**config.mk**
```make
export PLATFORM = sky130hd
export DESIGN_NAME = param_exec_core_flat
export DESIGN_NICKNAME = d
export VERILOG_FILES = /design/src/rtl/exec_pkg.sv /design/src/rtl/exec_if.sv /design/src/rtl/exec_alu.sv /design/src/rtl/param_exec_core.sv /design/src/flat_wrapper.sv
export SDC_FILE = /design/constraint.sdc
export NUM_CORES = 1
export LEC_CHECK = 0
export ABC_AREA = 1
export CORE_UTILIZATION = 34
export CTS_BUF_LIST = sky130_fd_sc_hd__clkbuf_4 sky130_fd_sc_hd__clkbuf_8
export CTS_CLUSTER_SIZE = 14
export DETAILED_ROUTE_END_ITERATION = 16
export PLACE_DENSITY = 0.48
export SYNTH_ARGS = -nofsm -noshare
export SYNTH_HDL_FRONTEND = slang
export SYNTH_SLANG_ARGS = --single-unit
```
**constraint.sdc**
```tcl
create_clock -name clk -period 4.6 [get_ports clk]
set_input_delay 0.46 -clock clk [delete_from_list [all_inputs] [get_ports clk]]
set_output_delay 0.46 -clock clk [all_outputs]
set_load 0.1 [all_outputs]
```
**src/rtl/exec_pkg.sv**
```systemverilog
`default_nettype none
// ============================================================================
// Module      : exec_pkg
// Description : Shared opcodes, ALU op codes, FSM states and flag indices
//               for param_exec_core.
// Revision    : 1.0 - initial release
// ============================================================================
package exec_pkg;

    localparam logic [3:0] OP_MVR = 4'b0000;
    localparam logic [3:0] OP_LDB = 4'b0001;
    localparam logic [3:0] OP_STB = 4'b0010;
    localparam logic [3:0] OP_RDS = 4'b0011;
    localparam logic [3:0] OP_SHL = 4'b0100;
    localparam logic [3:0] OP_SHR = 4'b0101;
    localparam logic [3:0] OP_NOT = 4'b1000;
    localparam logic [3:0] OP_AND = 4'b1001;
    localparam logic [3:0] OP_ORA = 4'b1010;
    localparam logic [3:0] OP_ADD = 4'b1011;
    localparam logic [3:0] OP_SUB = 4'b1100;
    localparam logic [3:0] OP_XOR = 4'b1101;
    localparam logic [3:0] OP_INC = 4'b1110;

    // ALU codes are the low three opcode bits of the 1xxx group
    typedef enum logic [2:0] {
        ALU_NOT = 3'd0,
        ALU_AND = 3'd1,
        ALU_ORA = 3'd2,
        ALU_ADD = 3'd3,
        ALU_SUB = 3'd4,
        ALU_XOR = 3'd5,
        ALU_INC = 3'd6,
        ALU_NOP = 3'd7
    } alu_op_e;

    typedef enum logic [0:0] {
        ST_IDLE  = 1'b0,
        ST_SHIFT = 1'b1
    } state_e;

    localparam int FLAG_C = 0;
    localparam int FLAG_Z = 1;
    localparam int FLAG_N = 2;

endpackage
`default_nettype wire

```
**src/rtl/exec_if.sv**
```systemverilog
`default_nettype none
// ============================================================================
// Module      : exec_if
// Description : Instruction handshake, result port and status bundle.
// Revision    : 1.0 - initial release
// ============================================================================
interface exec_if #(
    parameter int DATA_W     = 8,
    parameter int REG_ADDR_W = 4
);
    logic                  in_valid;
    logic                  in_ready;
    logic [3:0]            in_op;
    logic [REG_ADDR_W-1:0] in_ra;
    logic [REG_ADDR_W-1:0] in_rb;
    logic [REG_ADDR_W-1:0] in_rc;
    logic [DATA_W-1:0]     in_imm;
    logic                  out_valid;
    logic                  out_ready;
    logic [DATA_W-1:0]     out_data;
    logic [2:0]            flags;

    modport master (
        output in_valid, in_op, in_ra, in_rb, in_rc, in_imm, out_ready,
        input  in_ready, out_valid, out_data, flags
    );

    modport slave (
        input  in_valid, in_op, in_ra, in_rb, in_rc, in_imm, out_ready,
        output in_ready, out_valid, out_data, flags
    );
endinterface
`default_nettype wire

```
**src/rtl/exec_alu.sv**
```systemverilog
`default_nettype none
// ============================================================================
// Module      : exec_alu
// Description : Combinational DATA_W-bit ALU with carry/borrow output.
// Revision    : 1.0 - initial release
// ============================================================================
module exec_alu
    import exec_pkg::*;
#(
    parameter int DATA_W = 8
) (
    input  logic [DATA_W-1:0] i_in1,
    input  logic [DATA_W-1:0] i_in2,
    input  alu_op_e           i_op,
    output logic [DATA_W-1:0] o_out,
    output logic              o_c
);
    logic [DATA_W:0] w_sum;
    logic [DATA_W:0] w_diff;
    logic [DATA_W:0] w_inc;

    // The extra MSB carries out of ADD/INC and is the borrow (in1 < in2) of SUB
    assign w_sum  = {1'b0, i_in1} + {1'b0, i_in2};
    assign w_diff = {1'b0, i_in1} - {1'b0, i_in2};
    assign w_inc  = {1'b0, i_in1} + {{DATA_W{1'b0}}, 1'b1};

    always_comb begin
        o_out = '0;
        o_c   = 1'b0;
        case (i_op)
            ALU_NOT: o_out = ~i_in1;
            ALU_AND: o_out = i_in1 & i_in2;
            ALU_ORA: o_out = i_in1 | i_in2;
            ALU_ADD: {o_c, o_out} = w_sum;
            ALU_SUB: {o_c, o_out} = w_diff;
            ALU_XOR: o_out = i_in1 ^ i_in2;
            ALU_INC: {o_c, o_out} = w_inc;
            ALU_NOP: o_out = '0;
            default: o_out = '0;
        endcase
    end
endmodule
`default_nettype wire

```
**src/rtl/param_exec_core.sv**
```systemverilog
`default_nettype none
// ============================================================================
// Module      : param_exec_core
// Description : Parametrised execute core: register file, ALU, {N,Z,C} flags,
//               bit-serial shifter and a single-entry buffered output port.
// Revision    : 1.0 - initial release
// ============================================================================
module param_exec_core
    import exec_pkg::*;
#(
    parameter int DATA_W     = 8,
    parameter int REG_COUNT  = 16,
    parameter int REG_ADDR_W = 4
) (
    input  logic   clk,
    input  logic   rst,
    exec_if.slave  bus
);
    state_e                r_state;
    state_e                w_state_nxt;
    logic [DATA_W-1:0]     r_regs [REG_COUNT];
    logic [2:0]            r_flags;
    logic [2:0]            w_flags_nxt;
    logic                  r_out_valid;
    logic [DATA_W-1:0]     r_out_data;
    logic [DATA_W-1:0]     w_out_data_nxt;
    logic                  w_out_load;
    logic [DATA_W-1:0]     r_sh_data;
    logic [DATA_W-1:0]     w_sh_next;
    logic [REG_ADDR_W-1:0] r_sh_cnt;
    logic [REG_ADDR_W-1:0] r_sh_rd;
    logic                  r_sh_left;
    logic                  w_sh_bit;
    logic                  w_sh_start;
    logic                  w_in_ready;
    logic                  w_accept;
    logic [DATA_W-1:0]     w_rs1;
    logic [DATA_W-1:0]     w_rs2;
    logic [DATA_W-1:0]     w_alu_out;
    logic                  w_alu_c;
    logic                  w_wr_en;
    logic                  w_flag_en;
    logic                  w_c_nxt;
    logic [REG_ADDR_W-1:0] w_wr_addr;
    logic [DATA_W-1:0]     w_wr_data;

    assign w_in_ready    = !rst && (r_state == ST_IDLE) && (!r_out_valid || bus.out_ready);
    assign w_accept      = bus.in_valid && w_in_ready;
    assign bus.in_ready  = w_in_ready;
    assign bus.out_valid = r_out_valid;
    assign bus.out_data  = r_out_data;
    assign bus.flags     = r_flags;

    assign w_rs1 = r_regs[bus.in_rb];
    assign w_rs2 = r_regs[bus.in_rc];

    exec_alu #(.DATA_W(DATA_W)) u_alu (
        .i_in1 (w_rs1),
        .i_in2 (w_rs2),
        .i_op  (alu_op_e'(bus.in_op[2:0])),
        .o_out (w_alu_out),
        .o_c   (w_alu_c)
    );

    // One bit per SHIFT cycle; the carry is simply the bit leaving this step
    assign w_sh_next = r_sh_left ? {r_sh_data[DATA_W-2:0], 1'b0} : {1'b0, r_sh_data[DATA_W-1:1]};
    assign w_sh_bit  = r_sh_left ? r_sh_data[DATA_W-1] : r_sh_data[0];

    always_ff @(posedge clk or posedge rst) begin
        if (rst) begin
            r_state <= ST_IDLE;
        end else begin
            r_state <= w_state_nxt;
        end
    end

    always_comb begin
        w_state_nxt    = r_state;
        w_wr_en        = 1'b0;
        w_wr_addr      = bus.in_ra;
        w_wr_data      = w_rs1;
        w_flag_en      = 1'b0;
        w_c_nxt        = 1'b0;
        w_out_load     = 1'b0;
        w_out_data_nxt = w_rs1;
        w_sh_start     = 1'b0;
        w_flags_nxt    = r_flags;
        case (r_state)
            ST_IDLE: begin
                if (w_accept) begin
                    case (bus.in_op)
                        OP_MVR: w_wr_en = 1'b1;
                        OP_LDB: begin
                            w_wr_en   = 1'b1;
                            w_wr_data = bus.in_imm;
                        end
                        OP_STB: w_out_load = 1'b1;
                        OP_RDS: begin
                            w_out_load          = 1'b1;
                            w_out_data_nxt      = '0;
                            w_out_data_nxt[2:0] = r_flags;
                        end
                        OP_SHL, OP_SHR: begin
                            if (bus.in_rc == '0) begin
                                w_wr_en   = 1'b1;
                                w_flag_en = 1'b1;
                            end else begin
                                w_sh_start  = 1'b1;
                                w_state_nxt = ST_SHIFT;
                            end
                        end
                        OP_NOT, OP_AND, OP_ORA, OP_ADD, OP_SUB, OP_XOR, OP_INC: begin
                            w_wr_en   = 1'b1;
                            w_flag_en = 1'b1;
                            w_wr_data = w_alu_out;
                            w_c_nxt   = w_alu_c;
                        end
                        default: ;
                    endcase
                end
            end
            ST_SHIFT: begin
                if (r_sh_cnt == REG_ADDR_W'(1)) begin
                    w_wr_en     = 1'b1;
                    w_flag_en   = 1'b1;
                    w_wr_addr   = r_sh_rd;
                    w_wr_data   = w_sh_next;
                    w_c_nxt     = w_sh_bit;
                    w_state_nxt = ST_IDLE;
                end
            end
            default: w_state_nxt = ST_IDLE;
        endcase
        if (w_flag_en) begin
            w_flags_nxt[FLAG_N] = w_wr_data[DATA_W-1];
            w_flags_nxt[FLAG_Z] = (w_wr_data == '0);
            w_flags_nxt[FLAG_C] = w_c_nxt;
        end
    end

    always_ff @(posedge clk or posedge rst) begin
        if (rst) begin
            r_sh_data <= '0;
            r_sh_cnt  <= '0;
            r_sh_rd   <= '0;
            r_sh_left <= 1'b0;
        end else if (w_sh_start) begin
            r_sh_data <= w_rs1;
            r_sh_cnt  <= bus.in_rc;
            r_sh_rd   <= bus.in_ra;
            r_sh_left <= (bus.in_op == OP_SHL);
        end else if (r_state == ST_SHIFT) begin
            r_sh_data <= w_sh_next;
            r_sh_cnt  <= r_sh_cnt - REG_ADDR_W'(1);
        end
    end

    always_ff @(posedge clk or posedge rst) begin
        if (rst) begin
            for (int i = 0; i < REG_COUNT; i++) begin
                r_regs[i] <= '0;
            end
            r_flags <= '0;
        end else begin
            if (w_wr_en) begin
                r_regs[w_wr_addr] <= w_wr_data;
            end
            r_flags <= w_flags_nxt;
        end
    end

    // A new STB/RDS on the draining edge reloads the buffer without a bubble
    always_ff @(posedge clk or posedge rst) begin
        if (rst) begin
            r_out_valid <= 1'b0;
            r_out_data  <= '0;
        end else if (w_out_load) begin
            r_out_valid <= 1'b1;
            r_out_data  <= w_out_data_nxt;
        end else if (bus.out_ready) begin
            r_out_valid <= 1'b0;
        end
    end
endmodule
`default_nettype wire
```
**src/flat_wrapper.sv**
```systemverilog
// flat-port wrapper written by rule: the top's interface ports become plain ports
module param_exec_core_flat import exec_pkg::*;
#(
    parameter int DATA_W     = 8,
    parameter int REG_COUNT  = 16,
    parameter int REG_ADDR_W = 4
)
  (clk, rst, bus_in_valid, bus_in_op, bus_in_ra, bus_in_rb, bus_in_rc, bus_in_imm, bus_out_ready, bus_in_ready, bus_out_valid, bus_out_data, bus_flags);
  exec_if #(.DATA_W(DATA_W), .REG_ADDR_W(REG_ADDR_W)) bus_i ();
  input  logic clk;
  input  logic rst;
  input wire logic [$bits(bus_i.in_valid)-1:0] bus_in_valid;
  input wire logic [$bits(bus_i.in_op)-1:0] bus_in_op;
  input wire logic [$bits(bus_i.in_ra)-1:0] bus_in_ra;
  input wire logic [$bits(bus_i.in_rb)-1:0] bus_in_rb;
  input wire logic [$bits(bus_i.in_rc)-1:0] bus_in_rc;
  input wire logic [$bits(bus_i.in_imm)-1:0] bus_in_imm;
  input wire logic [$bits(bus_i.out_ready)-1:0] bus_out_ready;
  output wire logic [$bits(bus_i.in_ready)-1:0] bus_in_ready;
  output wire logic [$bits(bus_i.out_valid)-1:0] bus_out_valid;
  output wire logic [$bits(bus_i.out_data)-1:0] bus_out_data;
  output wire logic [$bits(bus_i.flags)-1:0] bus_flags;
  assign bus_i.in_valid = bus_in_valid;
  assign bus_i.in_op = bus_in_op;
  assign bus_i.in_ra = bus_in_ra;
  assign bus_i.in_rb = bus_in_rb;
  assign bus_i.in_rc = bus_in_rc;
  assign bus_i.in_imm = bus_in_imm;
  assign bus_i.out_ready = bus_out_ready;
  assign bus_in_ready = bus_i.in_ready;
  assign bus_out_valid = bus_i.out_valid;
  assign bus_out_data = bus_i.out_data;
  assign bus_flags = bus_i.flags;
  param_exec_core #(.DATA_W(DATA_W), .REG_COUNT(REG_COUNT), .REG_ADDR_W(REG_ADDR_W)) u_core (.clk(clk), .rst(rst), .bus(bus_i));
endmodule
```
==> qor.log, run 1 <==
qor: status.run_status finished clean
qor: clocking.worst_skew_pair.late_latency 490 ps
qor: pwr.power_switching 2.880 mW
qor: yosys.yosys_register_bits 158
qor: timing.setup_repair_after_global_routing_missed_its_margin no
qor: pwr.design_power_total 6.368 mW
qor: placed_design.post-place-ws 257.6 ps
qor: yosys.mappedNetlistNets 1553
qor: global_route.global_route_wire_length_before_repair 58550 µm
qor: setup_path.cp.required 4940 ps
qor: global_route.global_route.overflow_total 0
qor: job.max_cap_violations 0
qor: clocking.max-clock-path-buffers 2
qor: yosys.synth.avg_cell_area 7.078 µm²
qor: clocking.cts_tree built
qor: setup_path.crit_family simple AND/OR/NAND/NOR gates
qor: timing.timing.final.setup_violations 0
qor: detailed_routing.drc_errors 0
qor: detailed_routing.wl 37980 µm
qor: setup_path.cp_max_fanout 16
qor: setup_path.crit_top_cell sky130_fd_sc_hd__nand2_1
qor: die.initial_utilization 34.59%
qor: pwr.intPower 3.488 mW
qor: yosys.synth_async_sr_flop_share 100.0%
qor: yosys.synth_largest_area_cell sky130_fd_sc_hd__dfrtp_1
qor: clocking.htreeDepth 4
qor: detailed_routing.routed_length_per_placed_instance 19.66 µm
qor: timing.hold_fails_final_rpt 0
qor: yosys.yosys.cell_count.top_type sky130_fd_sc_hd__nand2_1
qor: placed_design.io_buffers 40
qor: placed_design.gp_routability_congestion 0.8896
qor: timing.setup_slack 771.4 ps
qor: setup_path.critPathCaptureType flop
qor: layout.finalNetCount 1582
qor: yosys.netlist_area 10580 µm²
qor: placed_design.detailedPlacementHpwl 26400 µm
qor: yosys.post_synth_inst_count 1495
qor: die.die_width 178.4 µm
qor: die.ioPinCount 41
qor: setup_path.critPathLaunchType input pin
qor: clocking.cts.hold.buffers_added 0
qor: pwr.power_frac_seq 35.9%
qor: timing.layout_min_cycle_time 3829 ps
qor: yosys.synth_edf_count 0
qor: detailed_routing.routed-via-count 10190
qor: die.floorplan.die.height 178.4 µm
qor: global_route.antenna_found_initial 0
qor: detailed_routing.routed_via_density 5.275
qor: global_route.globalRouteTotalUtil 24.73%
qor: yosys.synth.yosys.seq_area_share 37.37%
qor: clocking.cts.repair.resized 0
qor: clocking.post-cts-setup-buffers 0
qor: die.core_region_area 30590 µm²
qor: pwr.power.combinational.fraction 46.0%
qor: setup_path.worst_ep_arrival_time 4170 ps
qor: setup_path.cp_cell_sequence clkdlybuf4s50_1 > nor2_1 > buf_4 > o21ai_0 > o2111ai_1 > nand2_1 > inv_1 > ha_1 > a21oi_1 > nand2_1 > nand2_1 > o21ai_0 > or2_2 > nand3_1 > nand2_1 > a21oi_1 > nand2_1 > nand2_1 > nand2_1 > nand2_1 > nand2_2 > nand2_1 > o21ai_0
qor: setup_path.critPathMaxStageDelay 510 ps
qor: layout.fillerInstances 3316
qor: timing.timing.final.crit_share 83.23%
qor: setup_path.cp_slowest_cell sky130_fd_sc_hd__clkdlybuf4s50_1
qor: yosys.synth_top_area_share 37.37%
qor: pwr.power_per_cell_area 532.7 nW/µm²
qor: die.std_cell_rows 64
qor: clocking.clock_root_cell sky130_fd_sc_hd__clkbuf_8
qor: layout.syn_to_final_growth 12.98%
qor: clocking.clk_pin_slew 80 ps
qor: clocking.tritoncts_num_sinks 158
qor: clocking.cts-buffers-inserted 17
qor: detailed_routing.dr.pass1.iters 8
qor: pwr.static-leakage-power 5.585 nW
qor: hold_path.worst_hold_path_type flop to flop
qor: setup_path.setup.reg_to_reg.worst_slack 1120 ps
qor: timing.finalClockSkew 15.86 ps
qor: pwr.switching_fraction_of_total_power 45.22%
qor: yosys.yosys_warnings 0
qor: timing.timing_worst_slew_pin_value 979.2 ps
qor: pwr.vdd.ir_drop.worst 214.3 µV
qor: yosys.synthTopCellsByArea sky130_fd_sc_hd__dfrtp_1 37%, sky130_fd_sc_hd__nand2_1 14%, sky130_fd_sc_hd__o21ai_0 7.8%
qor: layout.antenna_cells_inserted 0
qor: global_route.first_global_vias 9459
qor: yosys.synth.lib_cells_used.distinct 51
qor: placed_design.placed_cells 1901
qor: timing.final.hold.worst_slack 494.8 ps
qor: die.die_area 31830 µm²
qor: pwr.power.share.clock 18.1%
qor: yosys.synth.cells.most_frequent 402 x sky130_fd_sc_hd__nand2_1, 172 x sky130_fd_sc_hd__inv_1, 165 x sky130_fd_sc_hd__o21ai_0, 158 x sky130_fd_sc_hd__dfrtp_1, 116 x sky130_fd_sc_hd__nand3_1
qor: detailed_routing.first_iter_violations 1002
qor: global_route.maximum_number_of_pins_on_one_net_before_global_route_repair 79
qor: layout.final_core_util 39.08%
qor: yosys.ys.flop_type sky130_fd_sc_hd__dfrtp_1
qor: setup_path.path_class input pin to flop
qor: layout.ratio_of_cells_with_drive_above_1_in_the_final_layout 11.26%
qor: timing.worst_case_headroom_to_the_max_slew_limit 34.52%
qor: setup_path.path_buf_inv 3
qor: layout.final-instance-count-excl-fill 1932
qor: timing.fmaxAchievable 261.2 MHz
qor: timing.timing.final.max_slew_violations 0
qor: detailed_routing.antenna_violating_nets_post_route 0
power groups by stage:
| stage | sequential [mW] | clock (mW) | combinational (mW) |
|---|---|---|---|
| after detailed placement | 2.30 | 0 | 2.92 |
| final | 2.29 | 1.15 | 2.93 |
| after global placement | 2.30 | 0 | 2.91 |
| after global routing | 2.35 | 1.24 | 3.27 |
| after floorplan | 2.46 | 0 | 1.94 |
| after CTS | 2.28 | 1.18 | 2.94 |
worst register-to-register path, stage by stage, from the launching register on:
cell                      delay, ps
sky130_fd_sc_hd__dfrtp_1        330
sky130_fd_sc_hd__inv_1           60
sky130_fd_sc_hd__a21oi_1        110
sky130_fd_sc_hd__o21ai_0        110
sky130_fd_sc_hd__nand3_1        120
sky130_fd_sc_hd__nand4_1        170
sky130_fd_sc_hd__nand2_1        210
sky130_fd_sc_hd__inv_1          120
sky130_fd_sc_hd__ha_1           330
sky130_fd_sc_hd__nand3_1         80
sky130_fd_sc_hd__nand2_1         90
sky130_fd_sc_hd__nand2_1        110
sky130_fd_sc_hd__o21ai_0        100
sky130_fd_sc_hd__or2_2          290
sky130_fd_sc_hd__nand3_1         70
sky130_fd_sc_hd__nand2_1         50
sky130_fd_sc_hd__a21oi_1        200
sky130_fd_sc_hd__nand2_1         90
sky130_fd_sc_hd__nand2_1         60
sky130_fd_sc_hd__nand2_1         50
sky130_fd_sc_hd__nand2_1        100
sky130_fd_sc_hd__nand2_2        270
sky130_fd_sc_hd__nand2_1        130
sky130_fd_sc_hd__o21ai_0         80
metal layers:
metal	vias to the layer above	global-route usage (%)	share of wire [%]
met1	4872	35.95	48
met3	33	3.623	5.7
met4	0	6.109	1.7
met5	-	0	0
li1	4977	-	-
met2	310	38.11	44
path summary, 6_finish.rpt:
kind | startpoint | end | depth (start not counted)
worst max-delay path | bus_in_rc[2] | u_core.r_regs[69] | 23
min in group asynchronous | rst | u_core.r_regs[77] | 3
worst min register to register | u_core.bus.out_data[4] | u_core.bus.out_data[4] | 2
worst max register to register | u_core.r_regs[17] | u_core.r_regs[69] | 23
max in group asynchronous | rst | u_core.r_regs[120] | 4
worst min-delay path | u_core.bus.out_data[4] | u_core.bus.out_data[4] | 2
cells in the final DEF (no fill, tap or decap), types with 10 or more instances in the layout:
cell and instances:
sky130_fd_sc_hd__o221ai_1 11, sky130_fd_sc_hd__nor2_2 16, sky130_fd_sc_hd__nand2_2 23, sky130_fd_sc_hd__inv_1 168, sky130_fd_sc_hd__nand3_1 116, sky130_fd_sc_hd__o21ai_1 72
sky130_fd_sc_hd__or2_2 10, sky130_fd_sc_hd__clkdlybuf4s50_1 38, sky130_fd_sc_hd__buf_4 44, sky130_fd_sc_hd__a21oi_1 85, sky130_fd_sc_hd__nand2_1 392, sky130_fd_sc_hd__dfrtp_1 158
sky130_fd_sc_hd__o21ai_0 141, sky130_fd_sc_hd__o211ai_1 32, sky130_fd_sc_hd__clkbuf_8 20, sky130_fd_sc_hd__inv_2 14, sky130_fd_sc_hd__nor2_1 58, sky130_fd_sc_hd__o2111ai_1 12
sky130_fd_sc_hd__ha_1 28
sequential cells by signal, indices dropped and copies added (netlist names):
register and count:
u_core.r_sh_cnt 4, u_core.bus.out_valid 1, u_core.r_sh_data 8, u_core.r_sh_rd 4, u_core.bus.out_data 8, u_core.r_regs 128, u_core.r_sh_left 1, u_core.r_state 1
u_core.bus.flags 3
cells by family (layout without fill, tap and decap cells):
family,Yosys count,after routing,share of synthesized area [%]
fa+ha+maj,30,30,3.689
buf+inv,267,308,10.95
mux,5,5,0.4730
compound gates,393,393,21.49
xor+xnor,3,3,0.2484
flops,158,158,37.37
simple gates,639,639,25.79
per-stage QoR:
| step | TNS (ps) | area, µm² |
|---|---|---|
| floorplan | -6087 | 10660 |
| finish | 0 | 11960 |
| CTS | 0 | 11960 |
| global placement | 0 | 11530 |
| detailed placement | 0 | 11530 |
| global route | 0 | 11960 |
area by class of cell:
type	instances	area, µm²	area share (%)
clock buffers	21	282.8	2.365
clock inverters	10	137.6	1.151
multi-input cells	1070	5520	46.17
inverters	186	704.4	5.892
flip-flops and latches	158	3954	33.07
repair buffers	91	860.8	7.200
well taps	396	495.5	4.144
(Power assumes the default switching activity.)
==> inputs of run 2 (changes only) <==
PLACE_DENSITY = 0.47   (was 0.48)
clock period = 3.6 ns   (was 4.6 ns; I/O delays follow)
==> run 2 against run 1 <==
Compared with the run above: flip-flop and latch count is the same; wire length grew 4.6%; power grew 41%; critical endpoint is now u_core.r_regs[54].
==> qor.log, run 2 (same netlist as run 1, synthesis figures left out) <==
qor: pwr.static-leakage-power 6.277 nW
qor: pwr.power_frac_seq 32.5%
qor: timing.timing.final.setup_violations 0
qor: detailed_routing.wl 39720 µm
qor: setup_path.crit_family simple AND/OR/NAND/NOR gates
qor: pwr.power_per_cell_area 681.5 nW/µm²
qor: clocking.cts-buffers-inserted 17
qor: die.ioPinCount 41
qor: detailed_routing.routed_via_density 5.173
qor: layout.fillerInstances 3208
qor: global_route.global_route.overflow_total 0
qor: timing.setup_slack 248.0 ps
qor: setup_path.worst_ep_arrival_time 3730 ps
qor: layout.final_cell_mix 382 x sky130_fd_sc_hd__nand2_1, 163 x sky130_fd_sc_hd__inv_1, 158 x sky130_fd_sc_hd__buf_4, 158 x sky130_fd_sc_hd__dfrtp_1, 120 x sky130_fd_sc_hd__o21ai_0
qor: setup_path.cp_max_fanout 8
qor: setup_path.critPathCaptureType flop
qor: layout.final_common_cell sky130_fd_sc_hd__nand2_1
qor: timing.finalClockSkew 21.27 ps
qor: clocking.max-clock-path-buffers 2
qor: layout.multi_input_comb_area 5708 µm²
qor: global_route.antenna_found_initial 0
qor: setup_path.path_buf_inv 3
qor: setup_path.regToRegStartpoint u_core.r_regs[80]
qor: hold_path.worst_hold_path_type input pin to asynchronous set/reset pin
qor: placed_design.gp_routability_congestion 0.8532
qor: die.die_width 178.4 µm
qor: global_route.globalRouteTotalUtil 25.89%
qor: detailed_routing.antenna_violating_nets_post_route 0
qor: job.max_cap_violations 0
qor: setup_path.path_depth 28
qor: clocking.htreeDepth 4
qor: setup_path.setup.reg_to_reg.worst_slack 250 ps
qor: layout.layout.area.seq 3954 µm²
qor: setup_path.worstReg2RegEnd u_core.r_regs[54]
qor: timing.final.hold.worst_slack 406.1 ps
qor: layout.antenna_cells_inserted 0
qor: layout.stdcell_area 13170 µm²
qor: setup_path.path_class flop to flop
qor: clocking.tritoncts_num_sinks 158
qor: timing.setup_total_negative_slack 0 ps
qor: timing.layout_min_cycle_time 3352 ps
qor: layout.ratio_of_cells_with_drive_above_1_in_the_final_layout 20.18%
qor: layout.finalNetCount 1705
qor: layout.final-instance-count-excl-fill 2056
qor: layout.largest_register_ffs 128
qor: pwr.power.combinational.fraction 49.9%
qor: placed_design.post-place-ws -567.8 ps
qor: setup_path.critPathMaxStageDelay 380 ps
qor: global_route.global_route_wire_length_before_repair 61050 µm
qor: pwr.vdd.ir_drop.worst 254.4 µV
qor: clocking.worst_skew_pair.late_latency 500 ps
qor: timing.timing_worst_slew_pin_value 977.1 ps
qor: die.core_region_area 30590 µm²
qor: timing.timing.final.max_slew_violations 0
qor: setup_path.cp.required 3980 ps
qor: setup_path.cp_slowest_cell sky130_fd_sc_hd__fa_1
qor: global_route.maximum_number_of_pins_on_one_net_before_global_route_repair 123
qor: timing.worst_case_headroom_to_the_max_slew_limit 34.66%
qor: global_route.first_global_vias 10020
qor: timing.timing.final.crit_share 93.11%
qor: layout.max_flop_register u_core.r_regs
qor: detailed_routing.routed_length_per_placed_instance 19.32 µm
qor: die.std_cell_rows 64
qor: clocking.cts_tree built
qor: detailed_routing.dr.pass1.iters 5
qor: detailed_routing.first_iter_violations 891
qor: clocking.clk_pin_slew 100 ps
qor: setup_path.critPathLaunchType flop
qor: status.run_status finished clean
qor: pwr.intPower 4.955 mW
qor: setup_path.crit_top_cell sky130_fd_sc_hd__nand2_1
qor: detailed_routing.drc_errors 0
qor: clocking.cts.hold.buffers_added 0
qor: clocking.clock_root_cell sky130_fd_sc_hd__clkbuf_8
qor: detailed_routing.routed-via-count 10640
qor: pwr.power.share.clock 17.6%
qor: die.initial_utilization 34.59%
qor: pwr.power_switching 4.022 mW
qor: placed_design.detailedPlacementHpwl 29400 µm
qor: placed_design.placed_cells 2020
qor: pwr.switching_fraction_of_total_power 44.80%
qor: layout.syn_to_final_growth 24.49%
qor: placed_design.io_buffers 40
qor: timing.hold_fails_final_rpt 0
qor: setup_path.timing.reg2reg.worst_path_depth 28
qor: placed_design.postPlaceCellArea 12510 µm²
qor: die.floorplan.die.height 178.4 µm
qor: die.die_area 31830 µm²
qor: timing.fmaxAchievable 298.3 MHz
run 2: timing repair:
| item | CTS | global route |
|---|---|---|
| setup endpoints to repair | 27 | 98 |
| resized for setup | 4 | 42 |
| pin swaps | 1 | 15 |
| setup buffers | 0 | 3 |
| cloned | 0 | 1 |
run 2: final cells by class:
type / count / area share [%]
clock buffer: 18 / 1.833
clock inverter: 14 / 1.643
inverter: 186 / 5.367
multi-input combinational: 1071 / 43.33
sequential: 158 / 30.02
tap: 396 / 3.761
timing repair buffer: 213 / 14.05
run 2: worst max path at each step:
stage	to	startpoint
after global placement	u_core.r_regs[21]	bus_in_rc[1]
after CTS	u_core.r_regs[23]	bus_in_rc[1]
after global routing	u_core.r_regs[118]	u_core.r_regs[80]
after detailed placement	u_core.r_regs[85]	bus_in_rc[1]
after floorplan	u_core.bus.flags[1]	rst
final	u_core.r_regs[54]	u_core.r_regs[80]
run 2: stage by stage:
stage                     power, mW  util (%)
after global routing          9.633     43.06
after floorplan               5.652         -
after global placement        7.239     40.90
final                         8.977     43.06
after detailed placement      7.266     40.90
after CTS                     8.885     42.45
run 2: routing by layer:
metal | wire (µm) | vias up | part of all wire (%) | global-route usage, %
met1 | 17910 | 5056 | 45 | 34.69
met5 | 0 | - | 0 | 0
met2 | 18870 | 304 | 48 | 43.15
met3 | 2202 | 44 | 5.5 | 4.092
li1 | - | 5231 | - | -
met4 | 740 | 0 | 1.9 | 6.638
run 2: worst reg2reg max path, delay by kind of cell (launching register included):
kind / cells / cell delay [ps]
DFF: 1 / 360
AOI/OAI and AO/OA: 6 / 590
buffers and inverters: 3 / 250
adders and majority gates: 2 / 500
and+or+nand+nor: 17 / 1560
run 2: power groups by stage:
stage / combinational [mW] / sequential [mW] / clock, mW
4_1_cts: 4.36 / 2.90 / 1.62
6_report: 4.48 / 2.91 / 1.58
3_3_place_gp: 4.31 / 2.93 / 0
3_5_place_dp: 4.34 / 2.93 / 0
2_1_floorplan: 2.51 / 3.14 / 0
5_1_grt: 4.94 / 3.00 / 1.69
